<file path="src/rtl/sdram_pkg.sv">
// Shared types and default sizing for the SDRAM burst scheduler.
package sdram_pkg;

   localparam int BURST_LEN_DEF   = 256;
   localparam int FRAME_WORDS_DEF = 307200;
   localparam int ADDR_W_DEF      = 24;

   typedef enum logic [2:0] {
      IDLE,
      WR_REQ,
      WR_DATA,
      RD_REQ,
      RD_DATA
   } sched_state_e;

endpackage

</file>
<file path="src/rtl/frame_addr_cnt.sv">
// Linear frame offset counter for one side (write or read) of the frame buffer.
// Advances by one burst at each completed burst and wraps at the end of a frame.
// A frame-sync rising edge clears the offset immediately when the side is not
// busy; otherwise the clear is held pending and replaces the next advance.
// Optional bank bit is present when SDRAM_PING_PONG_EN is defined.
module frame_addr_cnt
   import sdram_pkg::*;
#(
   parameter int ADDR_W      = ADDR_W_DEF,
   parameter int BURST_LEN   = BURST_LEN_DEF,
   parameter int FRAME_WORDS = FRAME_WORDS_DEF
`ifdef SDRAM_PING_PONG_EN
   ,
   parameter bit BANK_LOAD   = 1'b0
`endif
) (
   input  logic              i_clk,
   input  logic              i_rst,
   input  logic              i_busy,
   input  logic              i_advance,
   input  logic              i_sync_rise,
`ifdef SDRAM_PING_PONG_EN
   input  logic              i_bank_load,
   output logic              o_bank_nxt,
`endif
   output logic [ADDR_W-1:0] o_offset_nxt,
   output logic              o_wrap
);

   localparam logic [ADDR_W-1:0] STEP  = ADDR_W'(BURST_LEN);
   localparam logic [ADDR_W-1:0] FRAME = ADDR_W'(FRAME_WORDS);

   logic [ADDR_W-1:0] r_offset;
   logic              r_pend;
   logic [ADDR_W-1:0] w_sum;
   logic              w_clear;
   logic              w_pend_nxt;

   assign w_sum  = r_offset + STEP;
   assign o_wrap = i_advance && (w_sum == FRAME);

   // Decide whether a sync clear takes effect this cycle and what the offset becomes.
   always_comb begin
      w_clear      = 1'b0;
      o_offset_nxt = r_offset;
      w_pend_nxt   = r_pend;
      if (i_busy) begin
         if (i_advance) begin
            w_clear    = r_pend || i_sync_rise;
            w_pend_nxt = 1'b0;
         end else if (i_sync_rise) begin
            w_pend_nxt = 1'b1;
         end
      end else begin
         w_clear = i_sync_rise;
      end
      if (w_clear || o_wrap) begin
         o_offset_nxt = '0;
      end else if (i_advance) begin
         o_offset_nxt = w_sum;
      end
   end

   // Offset and pending-sync registers.
   always_ff @(posedge i_clk) begin
      if (i_rst) begin
         r_offset <= '0;
         r_pend   <= 1'b0;
      end else begin
         r_offset <= o_offset_nxt;
         r_pend   <= w_pend_nxt;
      end
   end

`ifdef SDRAM_PING_PONG_EN
   logic r_bank;

   // Write side toggles its bank per frame; read side follows the opposite of the writer.
   always_comb begin
      o_bank_nxt = r_bank;
      if (BANK_LOAD) begin
         if (o_wrap || w_clear) begin
            o_bank_nxt = i_bank_load;
         end
      end else if (o_wrap) begin
         o_bank_nxt = ~r_bank;
      end
   end

   // Bank bit register.
   always_ff @(posedge i_clk) begin
      if (i_rst) begin
         r_bank <= 1'b0;
      end else begin
         r_bank <= o_bank_nxt;
      end
   end
`endif

endmodule

</file>
<file path="src/rtl/sdram_burst_sched.sv">
// Burst scheduler between the FIFO trigger logic and the SDRAM command engine.
// Arbitrates write/read burst requests, strobes the FIFOs during data beats and
// keeps the linear frame write/read addresses.
// Define SDRAM_PING_PONG_EN for two alternating frame buffers.
module sdram_burst_sched
   import sdram_pkg::*;
#(
   parameter int BURST_LEN   = BURST_LEN_DEF,
   parameter int FRAME_WORDS = FRAME_WORDS_DEF,
   parameter int ADDR_W      = ADDR_W_DEF
) (
   input  logic              sclk,
   input  logic              s_rst,
   input  logic              wr_trig,
   input  logic              rd_trig,
   input  logic              wr_vsync,
   input  logic              rd_vsync,
   output logic              cmd_req,
   output logic              cmd_wr,
   output logic [ADDR_W-1:0] cmd_addr,
   input  logic              cmd_ack,
   input  logic              data_beat,
   input  logic              cmd_done,
   output logic              wfifo_rd_en,
   output logic              rfifo_wr_en,
   output logic              flag_wr_end
);

   localparam int CNT_W = $clog2(BURST_LEN) + 1;
   localparam logic [CNT_W-1:0] BEAT_MAX = CNT_W'(BURST_LEN);

   sched_state_e      r_state;
   sched_state_e      w_next_state;
   logic              r_last_wr;
   logic [CNT_W-1:0]  r_beat_cnt;
   logic              r_wr_vs_d;
   logic              r_rd_vs_d;
   logic              r_flag_wr_end;
   logic              r_cmd_req;
   logic              r_cmd_wr;
   logic [ADDR_W-1:0] r_cmd_addr;

   logic              w_wr_el;
   logic              w_rd_el;
   logic              w_in_data;
   logic              w_beat_live;
   logic              w_wr_busy;
   logic              w_rd_busy;
   logic              w_wr_adv;
   logic              w_rd_adv;
   logic              w_wr_wrap;
   logic              w_rd_wrap;
   logic [ADDR_W-1:0] w_wr_off_nxt;
   logic [ADDR_W-1:0] w_rd_off_nxt;
   logic [ADDR_W-1:0] w_wr_addr_nxt;
   logic [ADDR_W-1:0] w_rd_addr_nxt;

   assign w_wr_el     = wr_trig;
   assign w_rd_el     = rd_trig && r_flag_wr_end;
   assign w_in_data   = (r_state == WR_DATA) || (r_state == RD_DATA);
   assign w_beat_live = data_beat && (r_beat_cnt != BEAT_MAX);
   assign w_wr_busy   = (r_state == WR_REQ) || (r_state == WR_DATA);
   assign w_rd_busy   = (r_state == RD_REQ) || (r_state == RD_DATA);
   assign w_wr_adv    = (r_state == WR_DATA) && cmd_done;
   assign w_rd_adv    = (r_state == RD_DATA) && cmd_done;

   assign wfifo_rd_en = (r_state == WR_DATA) && w_beat_live;
   assign rfifo_wr_en = (r_state == RD_DATA) && w_beat_live;
   assign cmd_req     = r_cmd_req;
   assign cmd_wr      = r_cmd_wr;
   assign cmd_addr    = r_cmd_addr;
   assign flag_wr_end = r_flag_wr_end;

`ifdef SDRAM_PING_PONG_EN
   localparam logic [ADDR_W-1:0] FRAME_BASE = ADDR_W'(FRAME_WORDS);
   logic w_wr_bank_nxt;
   logic w_rd_bank_nxt;
   logic r_wr_bank;

   // Current write bank, used to steer the reader to the finished buffer.
   always_ff @(posedge sclk) begin
      if (s_rst) begin
         r_wr_bank <= 1'b0;
      end else begin
         r_wr_bank <= w_wr_bank_nxt;
      end
   end

   assign w_wr_addr_nxt = w_wr_bank_nxt ? (FRAME_BASE + w_wr_off_nxt) : w_wr_off_nxt;
   assign w_rd_addr_nxt = w_rd_bank_nxt ? (FRAME_BASE + w_rd_off_nxt) : w_rd_off_nxt;
`else
   assign w_wr_addr_nxt = w_wr_off_nxt;
   assign w_rd_addr_nxt = w_rd_off_nxt;
`endif

   frame_addr_cnt #(
      .ADDR_W      (ADDR_W),
      .BURST_LEN   (BURST_LEN),
      .FRAME_WORDS (FRAME_WORDS)
`ifdef SDRAM_PING_PONG_EN
      ,
      .BANK_LOAD   (1'b0)
`endif
   ) u_wr_addr (
      .i_clk        (sclk),
      .i_rst        (s_rst),
      .i_busy       (w_wr_busy),
      .i_advance    (w_wr_adv),
      .i_sync_rise  (wr_vsync && !r_wr_vs_d),
`ifdef SDRAM_PING_PONG_EN
      .i_bank_load  (1'b0),
      .o_bank_nxt   (w_wr_bank_nxt),
`endif
      .o_offset_nxt (w_wr_off_nxt),
      .o_wrap       (w_wr_wrap)
   );

   frame_addr_cnt #(
      .ADDR_W      (ADDR_W),
      .BURST_LEN   (BURST_LEN),
      .FRAME_WORDS (FRAME_WORDS)
`ifdef SDRAM_PING_PONG_EN
      ,
      .BANK_LOAD   (1'b1)
`endif
   ) u_rd_addr (
      .i_clk        (sclk),
      .i_rst        (s_rst),
      .i_busy       (w_rd_busy),
      .i_advance    (w_rd_adv),
      .i_sync_rise  (rd_vsync && !r_rd_vs_d),
`ifdef SDRAM_PING_PONG_EN
      .i_bank_load  (~r_wr_bank),
      .o_bank_nxt   (w_rd_bank_nxt),
`endif
      .o_offset_nxt (w_rd_off_nxt),
      .o_wrap       (w_rd_wrap)
   );

   // State register plus vsync edge history, round-robin memory and the frame-done flag.
   always_ff @(posedge sclk) begin
      if (s_rst) begin
         r_state       <= IDLE;
         r_wr_vs_d     <= 1'b0;
         r_rd_vs_d     <= 1'b0;
         r_last_wr     <= 1'b0;
         r_flag_wr_end <= 1'b0;
      end else begin
         r_state   <= w_next_state;
         r_wr_vs_d <= wr_vsync;
         r_rd_vs_d <= rd_vsync;
         if (w_wr_adv) begin
            r_last_wr <= 1'b1;
         end else if (w_rd_adv) begin
            r_last_wr <= 1'b0;
         end
         if (w_wr_wrap) begin
            r_flag_wr_end <= 1'b1;
         end
      end
   end

   // Next-state logic: round-robin arbitration in IDLE, handshakes elsewhere.
   always_comb begin
      w_next_state = r_state;
      case (r_state)
         IDLE: begin
            if (w_wr_el && w_rd_el) begin
               w_next_state = r_last_wr ? RD_REQ : WR_REQ;
            end else if (w_wr_el) begin
               w_next_state = WR_REQ;
            end else if (w_rd_el) begin
               w_next_state = RD_REQ;
            end
         end
         WR_REQ:  if (cmd_ack)  w_next_state = WR_DATA;
         WR_DATA: if (cmd_done) w_next_state = IDLE;
         RD_REQ:  if (cmd_ack)  w_next_state = RD_DATA;
         RD_DATA: if (cmd_done) w_next_state = IDLE;
         default: w_next_state = IDLE;
      endcase
   end

   // Beat counter saturates at one burst so excess beats never strobe a FIFO.
   always_ff @(posedge sclk) begin
      if (s_rst) begin
         r_beat_cnt <= '0;
      end else if (w_in_data && !cmd_done) begin
         if (w_beat_live) begin
            r_beat_cnt <= r_beat_cnt + 1'b1;
         end
      end else begin
         r_beat_cnt <= '0;
      end
   end

   // Registered command outputs, loaded with the address the counters hold after this edge.
   always_ff @(posedge sclk) begin
      if (s_rst) begin
         r_cmd_req  <= 1'b0;
         r_cmd_wr   <= 1'b0;
         r_cmd_addr <= '0;
      end else begin
         r_cmd_req <= (w_next_state == WR_REQ) || (w_next_state == RD_REQ);
         if (w_next_state == WR_REQ) begin
            r_cmd_wr   <= 1'b1;
            r_cmd_addr <= w_wr_addr_nxt;
         end else if (w_next_state == RD_REQ) begin
            r_cmd_wr   <= 1'b0;
            r_cmd_addr <= w_rd_addr_nxt;
         end
      end
   end

   // The read-side wrap pulse only matters for bank steering inside the read counter.
   logic w_rd_wrap_seen;
   assign w_rd_wrap_seen = w_rd_wrap;

endmodule

</file>
<file path="config.mk">
export PLATFORM = sky130hd
export DESIGN_NAME = sdram_burst_sched
export DESIGN_NICKNAME = d
export VERILOG_FILES = /design/src/rtl/sdram_pkg.sv /design/src/rtl/frame_addr_cnt.sv /design/src/rtl/sdram_burst_sched.sv
export SDC_FILE = /design/constraint.sdc
export NUM_CORES = 1
export LEC_CHECK = 0
export ABC_AREA = 0
export CAP_MARGIN = 5
export CELL_PAD_IN_SITES_DETAIL_PLACEMENT = 1
export CELL_PAD_IN_SITES_GLOBAL_PLACEMENT = 1
export CORE_UTILIZATION = 46
export CTS_CLUSTER_SIZE = 16
export DETAILED_ROUTE_END_ITERATION = 10
export DONT_BUFFER_PORTS = 1
export PLACE_DENSITY_LB_ADDON = 0.1
export SYNTH_ARGS = -nofsm -noshare
export SYNTH_HDL_FRONTEND = slang
export SYNTH_HIERARCHICAL = 1
export SYNTH_SLANG_ARGS = --single-unit
export TNS_END_PERCENT = 5
</file>
<file path="constraint.sdc">
create_clock -name sclk -period 3.1 [get_ports sclk]
set_clock_uncertainty 0.05 [all_clocks]
set_input_delay 0.62 -clock sclk [delete_from_list [all_inputs] [get_ports sclk]]
set_output_delay 0.62 -clock sclk [all_outputs]
set_load 0.01 [all_outputs]
</file>
* Yosys cells after proc, flatten, opt, wreduce, memory -nomap -nowiden
Cells that the tools add are included.
Cells by class: add/sub/neg operators 3, $mul 0, div/mod/pow operators 0, order comparisons 0, equal/unequal tests 9, shifts and indexed selects 0, multiplexer cells 26, bitwise logic cells 1, reductions and logical operators 32
Operator list (count):
- $mux 24 | 6
- $add 24x9->24 const B | 2
- $eq 24x19->1 const B | 2
- $mux 3 | 6
- $logic_and 1x1->1 | 12
- $mux 1 | 12
- $pmux 3 s4 | 1
- $add 9x1->9 const B | 1
- $eq 3x2->1 const B | 3
- $ne 9x9->1 const B | 1
- $logic_or 1x1->1 | 8
- $reduce_bool 2->1 | 4
- $eq 3x1->1 const B | 2
- $reduce_and 2->1 | 2
- $reduce_or 2->1 | 2
- $eq 3x3->1 const B | 1
- $logic_not 1->1 | 3
- $logic_not 3->1 | 1
- $mux 2 | 1
- $not 1->1 | 1
Word-level totals: register bits after elaboration 92, bits in latches 0, RAM bits 0, bits in read-only memories 0, bits of input ports 9, output and inout port bits 29, word-level logic and storage cells 84, memories kept 0

* Depth between registers and ports, before layout
Gate-level depths: netlist (run 1).
word-level depth 9, gate-level depth with buffers 12, mapped depth without buffers 10

* Hierarchy
The synthesis (run 1) kept the hierarchy.
Modules (own cells, without submodules):
- sdram_burst_sched | times used 1, cells an instance 243, area each 2112.0 um2, seq. area each 840.8 um2
- frame_addr_cnt (u_rd_addr) | times used 1, cells an instance 176, area each 1471.4 um2, seq. area each 500.5 um2
- frame_addr_cnt (u_wr_addr) | times used 1, cells an instance 179, area each 1442.6 um2, seq. area each 500.5 um2

* Least setup slack after synthesis (run 1)
No wires, ideal clock.
kind register to register, from reg r_state[0], to reg u_rd_addr.r_offset[16], setup time 119 ps, arrival 2392 ps, data required time 2931 ps, slack 538 ps, stages on the path, launching flop included 10, buffers on the path 3, period minus slack after synthesis 2562 ps, cells stage by stage dfxtp_1 buf_2 nand2_1 o21ai_0 a21oi_1 a21oi_1 or2_2 dlygate4sd3_1 buf_2 nor2_1
On the way: elaborated cells between the ends (all ways) 10, those cells by class 2 x eq/ne; 4 x mux; 4 x reduce/logical
RTL lines:
- start, declared | RTL line sdram_burst_sched.sv:32 | sched_state_e r_state;
- start signal, assigned | RTL line sdram_burst_sched.sv:149 | r_state <= w_next_state;
- $eq 3x2->1 / $eq 3x3->1 (equally long branches) | RTL line sdram_burst_sched.sv:63 | assign w_rd_busy = (r_state == RD_REQ) || (r_state == RD_DATA);
- $logic_or 1x1->1 * | RTL line sdram_burst_sched.sv:63
- net w_rd_busy | RTL line sdram_burst_sched.sv:48 | logic w_rd_busy;
- $mux 1 * | RTL line frame_addr_cnt.sv:47 | if (i_busy) begin
- $logic_or 1x1->1 * | RTL line frame_addr_cnt.sv:57 | if (w_clear || o_wrap) begin
- $mux 24 * | RTL line frame_addr_cnt.sv:57
- end signal, assigned | RTL line frame_addr_cnt.sv:70 | r_offset <= o_offset_nxt;
- end, declared | RTL line frame_addr_cnt.sv:33 | logic [ADDR_W-1:0] r_offset;
The timed path passes the listed nets; every way through them passes the cells marked *. A chain may end at the register's enable or synchronous reset.

* Final worst setup path (run 1)
from reg r_state[0], to reg r_cmd_addr[13], in the netlist cmd_addr[13]
On the way: elaborated cells between the ends (all ways) 34, those cells by class 6 x eq/ne; 17 x mux; 11 x reduce/logical
RTL lines:
- $eq 3x3->1 | RTL line sdram_burst_sched.sv:65 | assign w_rd_adv = (r_state == RD_DATA) && cmd_done;
- $logic_and 1x1->1 | RTL line sdram_burst_sched.sv:65
- net w_rd_adv | RTL line sdram_burst_sched.sv:50 | logic w_rd_adv;
- $logic_and 1x1->1 | RTL line frame_addr_cnt.sv:40 | assign o_wrap = i_advance && (w_sum == FRAME);
- net w_rd_wrap | RTL line sdram_burst_sched.sv:52 | logic w_rd_wrap;
- $logic_or 1x1->1 | RTL line frame_addr_cnt.sv:57
- $mux 24 | RTL line frame_addr_cnt.sv:57
- net w_rd_addr_nxt[13] | RTL line sdram_burst_sched.sv:56 | logic [ADDR_W-1:0] w_rd_addr_nxt;
- $mux 24 | RTL line sdram_burst_sched.sv:208 | end else if (w_next_state == RD_REQ) begin
- $mux 24 | RTL line sdram_burst_sched.sv:205 | if (w_next_state == WR_REQ) begin
- end signal, assigned | RTL line sdram_burst_sched.sv:207 | r_cmd_addr <= w_wr_addr_nxt;
- end signal, assigned | RTL line sdram_burst_sched.sv:210 | r_cmd_addr <= w_rd_addr_nxt;
- end, declared | RTL line sdram_burst_sched.sv:41 | logic [ADDR_W-1:0] r_cmd_addr;
The timed path passes the listed nets, and every way through them passes these cells. The select of a mux whose other input is x is not followed.

==> impl_metrics.prom, run 1 <==
# TYPE chip_impl_metric gauge
chip_impl_info{name="synth_area_leaders",value="dfxtp_1, nand2_1, nor2_1"} 1
chip_impl_metric{name="worstPathRequired",unit="ns"} 3.31
chip_impl_metric{name="postLayoutCellArea",unit="µm²"} 5165
chip_impl_metric{name="synth.net_count",unit=""} 613
chip_impl_metric{name="area.sequential",unit="µm²"} 1842
chip_impl_metric{name="num_antenna_cells",unit=""} 0
chip_impl_metric{name="cts_buffers",unit=""} 9
chip_impl_metric{name="max_freq",unit="MHz"} 365.6
chip_impl_metric{name="detail-route-antenna-nets",unit=""} 0
chip_impl_metric{name="grt.total_usage",unit=""} 0.2435
chip_impl_metric{name="critPathArrivalTime",unit="ns"} 2.94
chip_impl_info{name="rsz_0062_raised_after_global_routing",value="false"} 1
chip_impl_metric{name="clk_pin_slew_worst_paths",unit="ns"} 0.09
chip_impl_metric{name="postSynthRegisterBits",unit=""} 92
chip_impl_metric{name="num_rows",unit=""} 37
chip_impl_metric{name="globalRouteOverflowTotal",unit=""} 0
chip_impl_metric{name="static-leakage-power",unit="µW"} 0.001833
chip_impl_metric{name="r2r_setup_slack",unit="ns"} 0.36
chip_impl_metric{name="multi_input_area",unit="µm²"} 2888
chip_impl_info{name="post-synth-top-area-cell",value="dfxtp_1"} 1
chip_impl_metric{name="area_delta_synth_final",unit="%"} 2.763
chip_impl_metric{name="via_count",unit=""} 4109
chip_impl_metric{name="ctsResizeCount",unit=""} 0
chip_impl_metric{name="post-route-worst-setup-slack",unit="ns"} 0.3646
chip_impl_metric{name="timing.max_cap.violations",unit=""} 0
chip_impl_metric{name="placement.cell_area",unit="µm²"} 4994
chip_impl_metric{name="fillers",unit=""} 1268
chip_impl_metric{name="dr.pass1.iters",unit=""} 6
chip_impl_metric{name="cts_hold_repair.buffers",unit=""} 0
chip_impl_info{name="hold_path_class",value="in2reg"} 1
chip_impl_info{name="tritoncts",value="done"} 1
chip_impl_metric{name="synth.avg_cell_area",unit="µm²"} 8.405
chip_impl_metric{name="ir_drop",unit="V"} 0.0002604
chip_impl_metric{name="yosys.area.top_type_share",unit=""} 0.3664
chip_impl_metric{name="die_w",unit="µm"} 106.5
chip_impl_metric{name="layout-drive-gt1-share",unit=""} 0.1211
chip_impl_metric{name="post-route-min-period",unit="ns"} 2.735
chip_impl_info{name="routed.top_layer",value="met4"} 1
chip_impl_metric{name="via_per_inst",unit=""} 5.755
chip_impl_metric{name="clk-insertion-delay-late",unit="ns"} 0.38
chip_impl_metric{name="max-clock-path-buffers",unit=""} 2
chip_impl_metric{name="pre_cts_ws",unit="ns"} 0.4167
chip_impl_info{name="crit_end_element",value="flip-flop"} 1
chip_impl_metric{name="cts_setup_buffers",unit=""} 0
chip_impl_metric{name="design.portCount",unit=""} 38
chip_impl_metric{name="slew-limit-headroom",unit=""} 0.2692
chip_impl_metric{name="floorplan.die.height",unit="µm"} 106.5
chip_impl_metric{name="clock_tree.htree_level_count",unit=""} 3
chip_impl_metric{name="setup_violating_endpoint_count_in_the_final_report",unit=""} 0
chip_impl_metric{name="mappedNetlistArea",unit="µm²"} 5026
chip_impl_metric{name="detail_route.iter0.violations",unit=""} 195
chip_impl_metric{name="cell_count_after_synthesis",unit=""} 598
chip_impl_info{name="synth_flop_cell",value="dfxtp_1"} 1
chip_impl_info{name="start_kind",value="flip-flop"} 1
chip_impl_metric{name="antenna_found_initial",unit=""} 0
chip_impl_info{name="result_of_the_run",value="complete, no violations"} 1
chip_impl_info{name="setup.worst_path.class",value="reg2reg"} 1
chip_impl_metric{name="drc_violations",unit=""} 0
chip_impl_metric{name="die_area",unit="µm²"} 11350
chip_impl_metric{name="async_flop_share",unit=""} 0
chip_impl_metric{name="hold_viol",unit=""} 0
chip_impl_metric{name="layout_worst_path_cycle_share",unit=""} 0.8824
chip_impl_metric{name="core",unit="µm²"} 10460
chip_impl_metric{name="routed_wire_length_per_instance",unit="µm"} 18.07
chip_impl_metric{name="yosys_warnings",unit=""} 6
chip_impl_info{name="synthMostInstantiatedCell",value="dfxtp_1"} 1
chip_impl_metric{name="yosys.cell_types.count",unit=""} 58
chip_impl_metric{name="actual_transition_at_the_worst_max_transition_pin",unit="ns"} 1.096
chip_impl_metric{name="finish.net_count",unit=""} 588
chip_impl_metric{name="postRouteWirelength",unit="µm"} 12900
chip_impl_metric{name="path_max_fanout",unit=""} 13
chip_impl_metric{name="first_global_vias",unit=""} 4169
chip_impl_metric{name="synth-edff-count",unit=""} 0
chip_impl_metric{name="floorplan.initialDensity",unit=""} 0.4804
chip_impl_metric{name="yosysSeqAreaShare",unit=""} 0.3664
chip_impl_metric{name="place.gp.congestion",unit=""} 0.9138
chip_impl_metric{name="routedLengthMet1",unit="µm"} 5736
chip_impl_metric{name="numClockSinks",unit=""} 92
chip_impl_metric{name="grt_max_degree",unit=""} 50
chip_impl_metric{name="power.density",unit="nW/µm²"} 410.9
chip_impl_metric{name="detailroute.wirelength.met3",unit="µm"} 727
chip_impl_metric{name="place.port_buffers",unit=""} 0
chip_impl_metric{name="grt_pass1_wl",unit="µm"} 21500
chip_impl_info{name="ctsRootBufferMaster",value="clkbuf_8"} 1
chip_impl_metric{name="tns",unit="ns"} 0
chip_impl_metric{name="utilization",unit=""} 0.4937
chip_impl_metric{name="power",unit="µW"} 2122
chip_impl_info{name="synth_common_cells",value="dfxtp_1, nand2_1, nor2_1"} 1
chip_impl_metric{name="met2WireLength",unit="µm"} 6188
chip_impl_metric{name="place.detailed.hpwl",unit="µm"} 9454
chip_impl_metric{name="finalMaxSlewViolations",unit=""} 0
## flip-flops by register name, summed over array words and instances (netlist names)
signal,cells
cmd_addr,24
cmd_req,1
cmd_wr,1
flag_wr_end,1
r_beat_cnt,9
r_last_wr,1
r_rd_vs_d,1
r_state,3
r_wr_vs_d,1
u_rd_addr/r_offset,24
u_rd_addr/r_pend,1
u_wr_addr/r_offset,24
u_wr_addr/r_pend,1
## layer usage
metal | vias up | global-route usage
li1 | 2023 | -
met1 | 1998 | 0.3018
met2 | 70 | 0.4035
met3 | 18 | 0.06315
met4 | 0 | 0.09393
met5 | - | 0
## worst max-delay path, stage by stage, from the launching register on
cell	delay [ns]
dfxtp_1	0.46
nor2_1	0.24
nand3_1	0.16
inv_1	0.35
inv_1	0.17
nor3_1	0.23
o2111ai_1	0.19
a2111oi_4	0.22
buf_4	0.24
nor3_1	0.09
nand4_1	0.11
o211ai_2	0.11
## layout make-up
type	count	share of cell area
tap	136	0.03295
clock inverter	3	0.004360
multi-input combinational	454	0.5591
clock buffer	13	0.02883
inverter	7	0.005087
sequential	92	0.3566
timing repair buffer	9	0.01308
## power by group
group | internal [µW] | leakage, µW | switching [µW]
Clock | 316 | 0.0000876 | 425
Sequential | 1190 | 0.000742 | 14.0
Combinational | 39.4 | 0.00100 | 136
## stage by stage
step / hold WS [ns] / std cells
2_1_floorplan: 0.3950 / 598
3_3_place_gp: 0.4133 / 698
3_5_place_dp: 0.4184 / 698
4_1_cts: 0.2284 / 714
5_1_grt: 0.2184 / 714
6_report: 0.2522 / 714
## final timing paths
| path | startpoint | to | cells after the start |
|---|---|---|---|
| min | s_rst | r_wr_vs_d$_SDFF_PP0_ | 1 |
| max reg2reg | r_state[0]$_SDFF_PP0_ | cmd_addr[13]$_SDFFE_PP0P_ | 11 |
| min reg2reg | r_last_wr$_SDFFE_PP0P_ | r_last_wr$_SDFFE_PP0P_ | 2 |
| max | r_state[0]$_SDFF_PP0_ | cmd_addr[13]$_SDFFE_PP0P_ | 11 |
## logic make-up (layout without fill, tap and decap cells)
kind of cell | Yosys count | in the layout | synth area share
xor+xnor | 48 | 48 | 0.08364
compound gates | 61 | 61 | 0.1210
fa+ha+maj | 6 | 6 | 0.01494
flops | 92 | 92 | 0.3664
buf+inv | 52 | 32 | 0.06174
mux | 3 | 3 | 0.005975
simple gates | 336 | 336 | 0.3463
## cell usage in the layout (no fill, tap or decap), types with 8 or more instances in the layout
| cell | count |
|---|---|
| dfxtp_1 | 92 |
| nand2_1 | 84 |
| nor2_1 | 70 |
| nand4_1 | 32 |
| nor3_1 | 31 |
| xnor2_1 | 25 |
| xor2_1 | 23 |
| nor2b_1 | 21 |
| nand3_1 | 21 |
| o211ai_2 | 20 |
| and2_1 | 19 |
| clkbuf_8 | 10 |
| buf_4 | 9 |
| and3_1 | 8 |
No activity file was read; power rests on OpenSTA's default activity.
==> run 2: changes to the inputs <==
Settings changed: CORE_MARGIN from default to 2, CTS_CLUSTER_DIAMETER from default to 50, SLEW_MARGIN from default to 20.
==> impl_metrics.prom, run 2 (synthesis gave the netlist of run 1 again) <==
# TYPE chip_impl_metric gauge
chip_impl_info{name="result_of_the_run",value="complete, no violations"} 1
chip_impl_metric{name="dr.pass1.iters",unit=""} 4
chip_impl_metric{name="switching_power",unit="µW"} 565.6
chip_impl_metric{name="post-route-min-period",unit="ns"} 2.871
chip_impl_info{name="rsz_0062_raised_after_global_routing",value="false"} 1
chip_impl_metric{name="finish.net_count",unit=""} 588
chip_impl_metric{name="hold_viol",unit=""} 0
chip_impl_metric{name="antenna_found_initial",unit=""} 0
chip_impl_metric{name="finalMaxSlewViolations",unit=""} 0
chip_impl_metric{name="postLayoutCellArea",unit="µm²"} 5180
chip_impl_metric{name="via_per_inst",unit=""} 5.623
chip_impl_metric{name="cts_hold_repair.buffers",unit=""} 0
chip_impl_metric{name="power.clock.fraction",unit=""} 0.361
chip_impl_metric{name="via_count",unit=""} 4037
chip_impl_metric{name="die_area",unit="µm²"} 11780
chip_impl_metric{name="num_rows",unit=""} 38
chip_impl_metric{name="layout-drive-gt1-share",unit=""} 0.1211
chip_impl_metric{name="power.combinational.fraction",unit=""} 0.080
chip_impl_metric{name="ir_drop",unit="V"} 0.0001988
chip_impl_metric{name="critical_path.max_stage_delay",unit="ns"} 0.44
chip_impl_info{name="mostFrequentLayoutCell",value="dfxtp_1"} 1
chip_impl_metric{name="number_of_buffers_and_inverters_on_the_critical_path",unit=""} 1
chip_impl_metric{name="globalRouteOverflowTotal",unit=""} 0
chip_impl_metric{name="place.gp.congestion",unit=""} 0.8475
chip_impl_info{name="cp_cell_sequence",value="nand2b_1, nor3b_1, nand2_1, nor4_1, o2111ai_1, a2111oi_4, buf_4, nor3b_1, nand2_1, o211ai_2"} 1
chip_impl_info{name="grt.busiest_layer",value="met2"} 1
chip_impl_metric{name="place.port_buffers",unit=""} 0
chip_impl_metric{name="grtUsageMet3",unit=""} 0.04702
chip_impl_metric{name="setup_violating_endpoint_count_in_the_final_report",unit=""} 0
chip_impl_metric{name="layout_worst_path_cycle_share",unit=""} 0.9261
chip_impl_metric{name="netSwitchingFraction",unit=""} 0.2628
chip_impl_metric{name="critPathArrivalTime",unit="ns"} 3.07
chip_impl_metric{name="clock_tree.htree_level_count",unit=""} 3
chip_impl_metric{name="actual_transition_at_the_worst_max_transition_pin",unit="ns"} 1.008
chip_impl_metric{name="detail-route-antenna-nets",unit=""} 0
chip_impl_metric{name="met1_layer_usage_reported_by_global_route",unit=""} 0.3098
chip_impl_info{name="tritoncts",value="done"} 1
chip_impl_info{name="hold_path_class",value="in2reg"} 1
chip_impl_metric{name="power.density",unit="nW/µm²"} 415.6
chip_impl_info{name="start_kind",value="flip-flop"} 1
chip_impl_metric{name="first_global_vias",unit=""} 4083
chip_impl_metric{name="floorplan.die.height",unit="µm"} 108.5
chip_impl_metric{name="timing.max_cap.violations",unit=""} 0
chip_impl_metric{name="place.detailed.hpwl",unit="µm"} 9574
chip_impl_metric{name="multi_input_area",unit="µm²"} 2888
chip_impl_metric{name="design.portCount",unit=""} 38
chip_impl_metric{name="worstPathRequired",unit="ns"} 3.30
chip_impl_metric{name="fillers",unit=""} 1324
chip_impl_metric{name="seq_power_share",unit=""} 0.559
chip_impl_metric{name="floorplan.initialDensity",unit=""} 0.4677
chip_impl_info{name="crit_end_element",value="flip-flop"} 1
chip_impl_metric{name="drc_violations",unit=""} 0
chip_impl_metric{name="numClockSinks",unit=""} 92
chip_impl_metric{name="intPower",unit="µW"} 1587
chip_impl_metric{name="detail_route.iter0.violations",unit=""} 167
chip_impl_metric{name="grt_util_met2",unit=""} 0.3629
chip_impl_metric{name="grt.total_usage",unit=""} 0.2312
chip_impl_metric{name="slew-limit-headroom",unit=""} 0.3281
chip_impl_info{name="setup.worst_path.class",value="reg2reg"} 1
chip_impl_metric{name="postRouteWirelength",unit="µm"} 12920
chip_impl_metric{name="path_max_fanout",unit=""} 12
chip_impl_metric{name="placement.cell_area",unit="µm²"} 4999
chip_impl_metric{name="grt_pass1_wl",unit="µm"} 21080
chip_impl_info{name="ctsRootBufferMaster",value="clkbuf_8"} 1
chip_impl_metric{name="area.sequential",unit="µm²"} 1842
chip_impl_metric{name="clk-insertion-delay-late",unit="ns"} 0.37
chip_impl_info{name="critical-path-slowest-cell",value="dfxtp_1"} 1
chip_impl_metric{name="max_freq",unit="MHz"} 348.3
chip_impl_metric{name="max-clock-path-buffers",unit=""} 2
chip_impl_info{name="layout.cells.most_common_list",value="dfxtp_1, nand2_1, nor2_1"} 1
chip_impl_metric{name="ctsResizeCount",unit=""} 0
chip_impl_metric{name="cts_buffers",unit=""} 9
chip_impl_metric{name="clk_pin_slew_worst_paths",unit="ns"} 0.08
chip_impl_metric{name="cts_setup_buffers",unit=""} 0
chip_impl_metric{name="core",unit="µm²"} 10750
chip_impl_metric{name="area_delta_synth_final",unit="%"} 3.062
chip_impl_metric{name="static-leakage-power",unit="µW"} 0.001840
chip_impl_metric{name="tns",unit="ns"} 0
chip_impl_metric{name="routed_wire_length_per_instance",unit="µm"} 18.00
chip_impl_metric{name="grt_max_degree",unit=""} 50
chip_impl_metric{name="die_w",unit="µm"} 108.5
chip_impl_info{name="path_delay_family",value="simple AND/OR/NAND/NOR gates"} 1
chip_impl_metric{name="num_antenna_cells",unit=""} 0
==> run 2: through the flow <==
stage / total power (µW) / std cells / worst slack, ns / util / hold WS (ns)
6_report: 2153 / 718 / 0.2292 / 0.4821 / 0.2675
3_3_place_gp: 1401 / 702 / 0.2294 / 0.4652 / 0.4161
5_1_grt: 2240 / 718 / 0.04719 / 0.4821 / 0.2423
4_1_cts: 2182 / 718 / 0.1732 / 0.4821 / 0.2352
3_5_place_dp: 1405 / 702 / 0.2195 / 0.4652 / 0.4241
2_1_floorplan: 1384 / 598 / 0.5383 / - / 0.3950
==> run 2: per-layer routing <==
| layer | share of wire | vias up | wire length, µm |
|---|---|---|---|
| li1 | - | 2029 | - |
| met3 | 0.035 | 18 | 452 |
| met1 | 0.48 | 1951 | 6227 |
| met4 | 0.021 | 0 | 274 |
| met5 | 0 | - | 0 |
| met2 | 0.46 | 39 | 5966 |
==> run 2: layout make-up <==
class | count | area share
Clock inverter | 1 | 0.0009662
Clock buffer | 15 | 0.03406
Timing Repair Buffer | 9 | 0.01304
Sequential cell | 92 | 0.3556
Multi-Input combinational cell | 454 | 0.5575
Tap cell | 140 | 0.03382
Inverter | 7 | 0.005072
==> run 2: path summary, 6_finish.rpt <==
| path | start | end | slack [ns] | cells past startpoint |
|---|---|---|---|---|
| hold / removal | s_rst | r_state[2]$_SDFF_PP0_ | 0.27 | 1 |
| hold reg to reg | u_rd_addr/r_offset[7]$_SDFF_PP0_ | u_rd_addr/r_offset[7]$_SDFF_PP0_ | 0.45 | 1 |
| setup / recovery | r_state[2]$_SDFF_PP0_ | cmd_addr[18]$_SDFFE_PP0P_ | 0.23 | 10 |
| setup reg to reg | r_state[2]$_SDFF_PP0_ | cmd_addr[18]$_SDFFE_PP0P_ | 0.23 | 10 |
==> run 2: power by group through the flow <==
stage	Combinational, µW	Sequential, µW	Clock (µW)
after floorplan	159	1220	0
after global placement	169	1230	0
after detailed placement	174	1230	0
after CTS	174	1200	804
after global routing	192	1210	841
final	172	1200	776
==> run 3: changes to the inputs <==
Settings changed: CELL_PAD_IN_SITES_DETAIL_PLACEMENT 1 to 2, CELL_PAD_IN_SITES_GLOBAL_PLACEMENT 1 to 2, CORE_UTILIZATION 46 to 36, DONT_BUFFER_PORTS 1 to default.
==> impl_metrics.prom, run 3 (synthesis gave the netlist of run 1 again) <==
# TYPE chip_impl_metric gauge
chip_impl_metric{name="setup_violating_endpoint_count_in_the_final_report",unit=""} 0
chip_impl_metric{name="globalRouteOverflowTotal",unit=""} 0
chip_impl_metric{name="fillers",unit=""} 1576
chip_impl_metric{name="multi_input_area",unit="µm²"} 2888
chip_impl_metric{name="antenna_found_initial",unit=""} 0
chip_impl_metric{name="slew-limit-headroom",unit=""} 0.5957
chip_impl_metric{name="first_global_vias",unit=""} 4568
chip_impl_metric{name="design.portCount",unit=""} 38
chip_impl_info{name="crit_end_element",value="output pin"} 1
chip_impl_metric{name="layout-drive-gt1-share",unit=""} 0.1242
chip_impl_metric{name="clock_tree.htree_level_count",unit=""} 3
chip_impl_metric{name="tns",unit="ns"} 0
chip_impl_metric{name="path_max_fanout",unit=""} 6
chip_impl_metric{name="routed_wire_length_per_instance",unit="µm"} 18.90
chip_impl_metric{name="dr.pass1.iters",unit=""} 4
chip_impl_info{name="result_of_the_run",value="complete, no violations"} 1
chip_impl_info{name="layout.cells.most_common_list",value="dfxtp_1, nand2_1, nor2_1"} 1
chip_impl_metric{name="critPathArrivalTime",unit="ns"} 2.17
chip_impl_metric{name="floorplan.die.height",unit="µm"} 122.2
chip_impl_info{name="rsz_0062_raised_after_global_routing",value="false"} 1
chip_impl_metric{name="max_freq",unit="MHz"} 351.8
chip_impl_metric{name="floorplan.initialDensity",unit=""} 0.3649
chip_impl_metric{name="max-clock-path-buffers",unit=""} 2
chip_impl_metric{name="core",unit="µm²"} 13770
chip_impl_metric{name="place.detailed.hpwl",unit="µm"} 11180
chip_impl_metric{name="postRouteWirelength",unit="µm"} 15120
chip_impl_metric{name="grt.total_usage",unit=""} 0.2163
chip_impl_metric{name="ctsResizeCount",unit=""} 0
chip_impl_metric{name="clk_pin_slew_worst_paths",unit="ns"} 0.06
chip_impl_metric{name="numClockSinks",unit=""} 92
chip_impl_metric{name="hold_viol",unit=""} 0
chip_impl_metric{name="num_antenna_cells",unit=""} 0
chip_impl_metric{name="finalMaxSlewViolations",unit=""} 0
chip_impl_metric{name="cts_buffers",unit=""} 9
chip_impl_metric{name="finish.net_count",unit=""} 630
chip_impl_metric{name="ir_drop",unit="V"} 0.0002176
chip_impl_info{name="worst_setup_path_startpoint",value="r_beat_cnt[2]$_SDFFE_PP0P_"} 1
chip_impl_metric{name="depth_of_the_most_critical_reg_to_reg_path",unit=""} 9
chip_impl_metric{name="power.density",unit="nW/µm²"} 441.6
chip_impl_info{name="start_kind",value="flip-flop"} 1
chip_impl_metric{name="num_rows",unit=""} 43
chip_impl_metric{name="area_delta_synth_final",unit="%"} 14.61
chip_impl_metric{name="whs_path_depth",unit=""} 2
chip_impl_info{name="hold_path_class",value="reg2reg"} 1
chip_impl_metric{name="cts_setup_buffers",unit=""} 0
chip_impl_metric{name="power",unit="µW"} 2544
chip_impl_info{name="hold_path_startpoint",value="cmd_addr[17]$_SDFFE_PP0P_"} 1
chip_impl_metric{name="timing.max_cap.violations",unit=""} 0
chip_impl_metric{name="via_count",unit=""} 4223
chip_impl_metric{name="static-leakage-power",unit="µW"} 0.002053
chip_impl_metric{name="worstPathRequired",unit="ns"} 2.43
chip_impl_metric{name="via_per_inst",unit=""} 5.279
chip_impl_metric{name="drc_violations",unit=""} 0
chip_impl_info{name="tritoncts",value="done"} 1
chip_impl_metric{name="layout_worst_path_cycle_share",unit=""} 0.9170
chip_impl_metric{name="place.gp.congestion",unit=""} 0.8366
chip_impl_metric{name="detail-route-antenna-nets",unit=""} 0
chip_impl_metric{name="grt_pass1_wl",unit="µm"} 25100
chip_impl_metric{name="actual_transition_at_the_worst_max_transition_pin",unit="ns"} 0.6042
chip_impl_metric{name="place.port_buffers",unit=""} 37
chip_impl_metric{name="cts_hold_repair.buffers",unit=""} 0
chip_impl_info{name="worstReg2RegStart",value="u_rd_addr/r_offset[8]$_SDFF_PP0_"} 1
chip_impl_metric{name="area.sequential",unit="µm²"} 1842
chip_impl_metric{name="post-route-min-period",unit="ns"} 2.843
chip_impl_info{name="setup.worst_path.class",value="reg2out"} 1
chip_impl_metric{name="clk-insertion-delay-late",unit="ns"} 0.34
chip_impl_info{name="ctsRootBufferMaster",value="clkbuf_16"} 1
chip_impl_metric{name="die_w",unit="µm"} 122.2
chip_impl_metric{name="die_area",unit="µm²"} 14920
chip_impl_metric{name="detail_route.iter0.violations",unit=""} 213
chip_impl_info{name="mostFrequentLayoutCell",value="dfxtp_1"} 1
chip_impl_metric{name="grt_max_degree",unit=""} 50
-- run 3: cell count changes in the layout (fill, tap and decap cells not counted), sizes merged --
cell,change
clkbuf,-5
bufinv,+1
clkdlybuf4s50,+37
buf,+5
inv,+2
clkinv,+2
-- run 3: cell type report --
| type | instances | share of cell area |
|---|---|---|
| clock inverter | 6 | 0.01086 |
| multi-input combinational | 454 | 0.5013 |
| clock buffer | 10 | 0.03975 |
| timing repair buffer | 51 | 0.08471 |
| inverter | 7 | 0.004561 |
| sequential | 92 | 0.3197 |
| tap | 180 | 0.03910 |
-- run 3: final timing paths --
check                               to  slack, ns
max                        wfifo_rd_en       0.26
min          cmd_addr[17]$_SDFFE_PP0P_       0.41
max reg2reg  cmd_addr[13]$_SDFFE_PP0P_       0.39
min reg2reg  cmd_addr[17]$_SDFFE_PP0P_       0.41
-- run 3: stage by stage --
step	cells	area, µm²	setup WS [ns]	util	hold WS, ns
floorplan	598	5026	0.5383	-	0.3950
global placement	784	5469	0.1486	0.3971	0.4011
detailed placement	784	5469	0.08444	0.3971	0.4063
CTS	800	5761	0.2181	0.4182	0.4216
global route	800	5761	0.1237	0.4182	0.4523
finish	800	5761	0.2574	0.4182	0.4115
-- run 3: per-layer routing --
layer  vias up  share of wire  routed length (µm)  GRT usage
met5         -              0                   0          0
met4         0          0.013                 199    0.05460
met3        17          0.017                 261    0.03839
met2        23           0.48                7223     0.3568
met1      2068           0.49                7431     0.2926
li1       2115              -                   -          -
-- run 3: worst max-delay path, cell delays in order (launching register included) --
cell	delay, ns
dfxtp_1	0.37
or4_4	0.57
o31ai_4	0.30
nor3_1	0.09
clkdlybuf4s50_1	0.50
-- run 3: report_power, final --
| part | internal [µW] | switching [µW] | leakage [µW] |
|---|---|---|---|
| Clock | 628 | 496 | 0.000147 |
| Combinational | 62.5 | 154 | 0.00116 |
| Sequential | 1190 | 12.5 | 0.000742 |
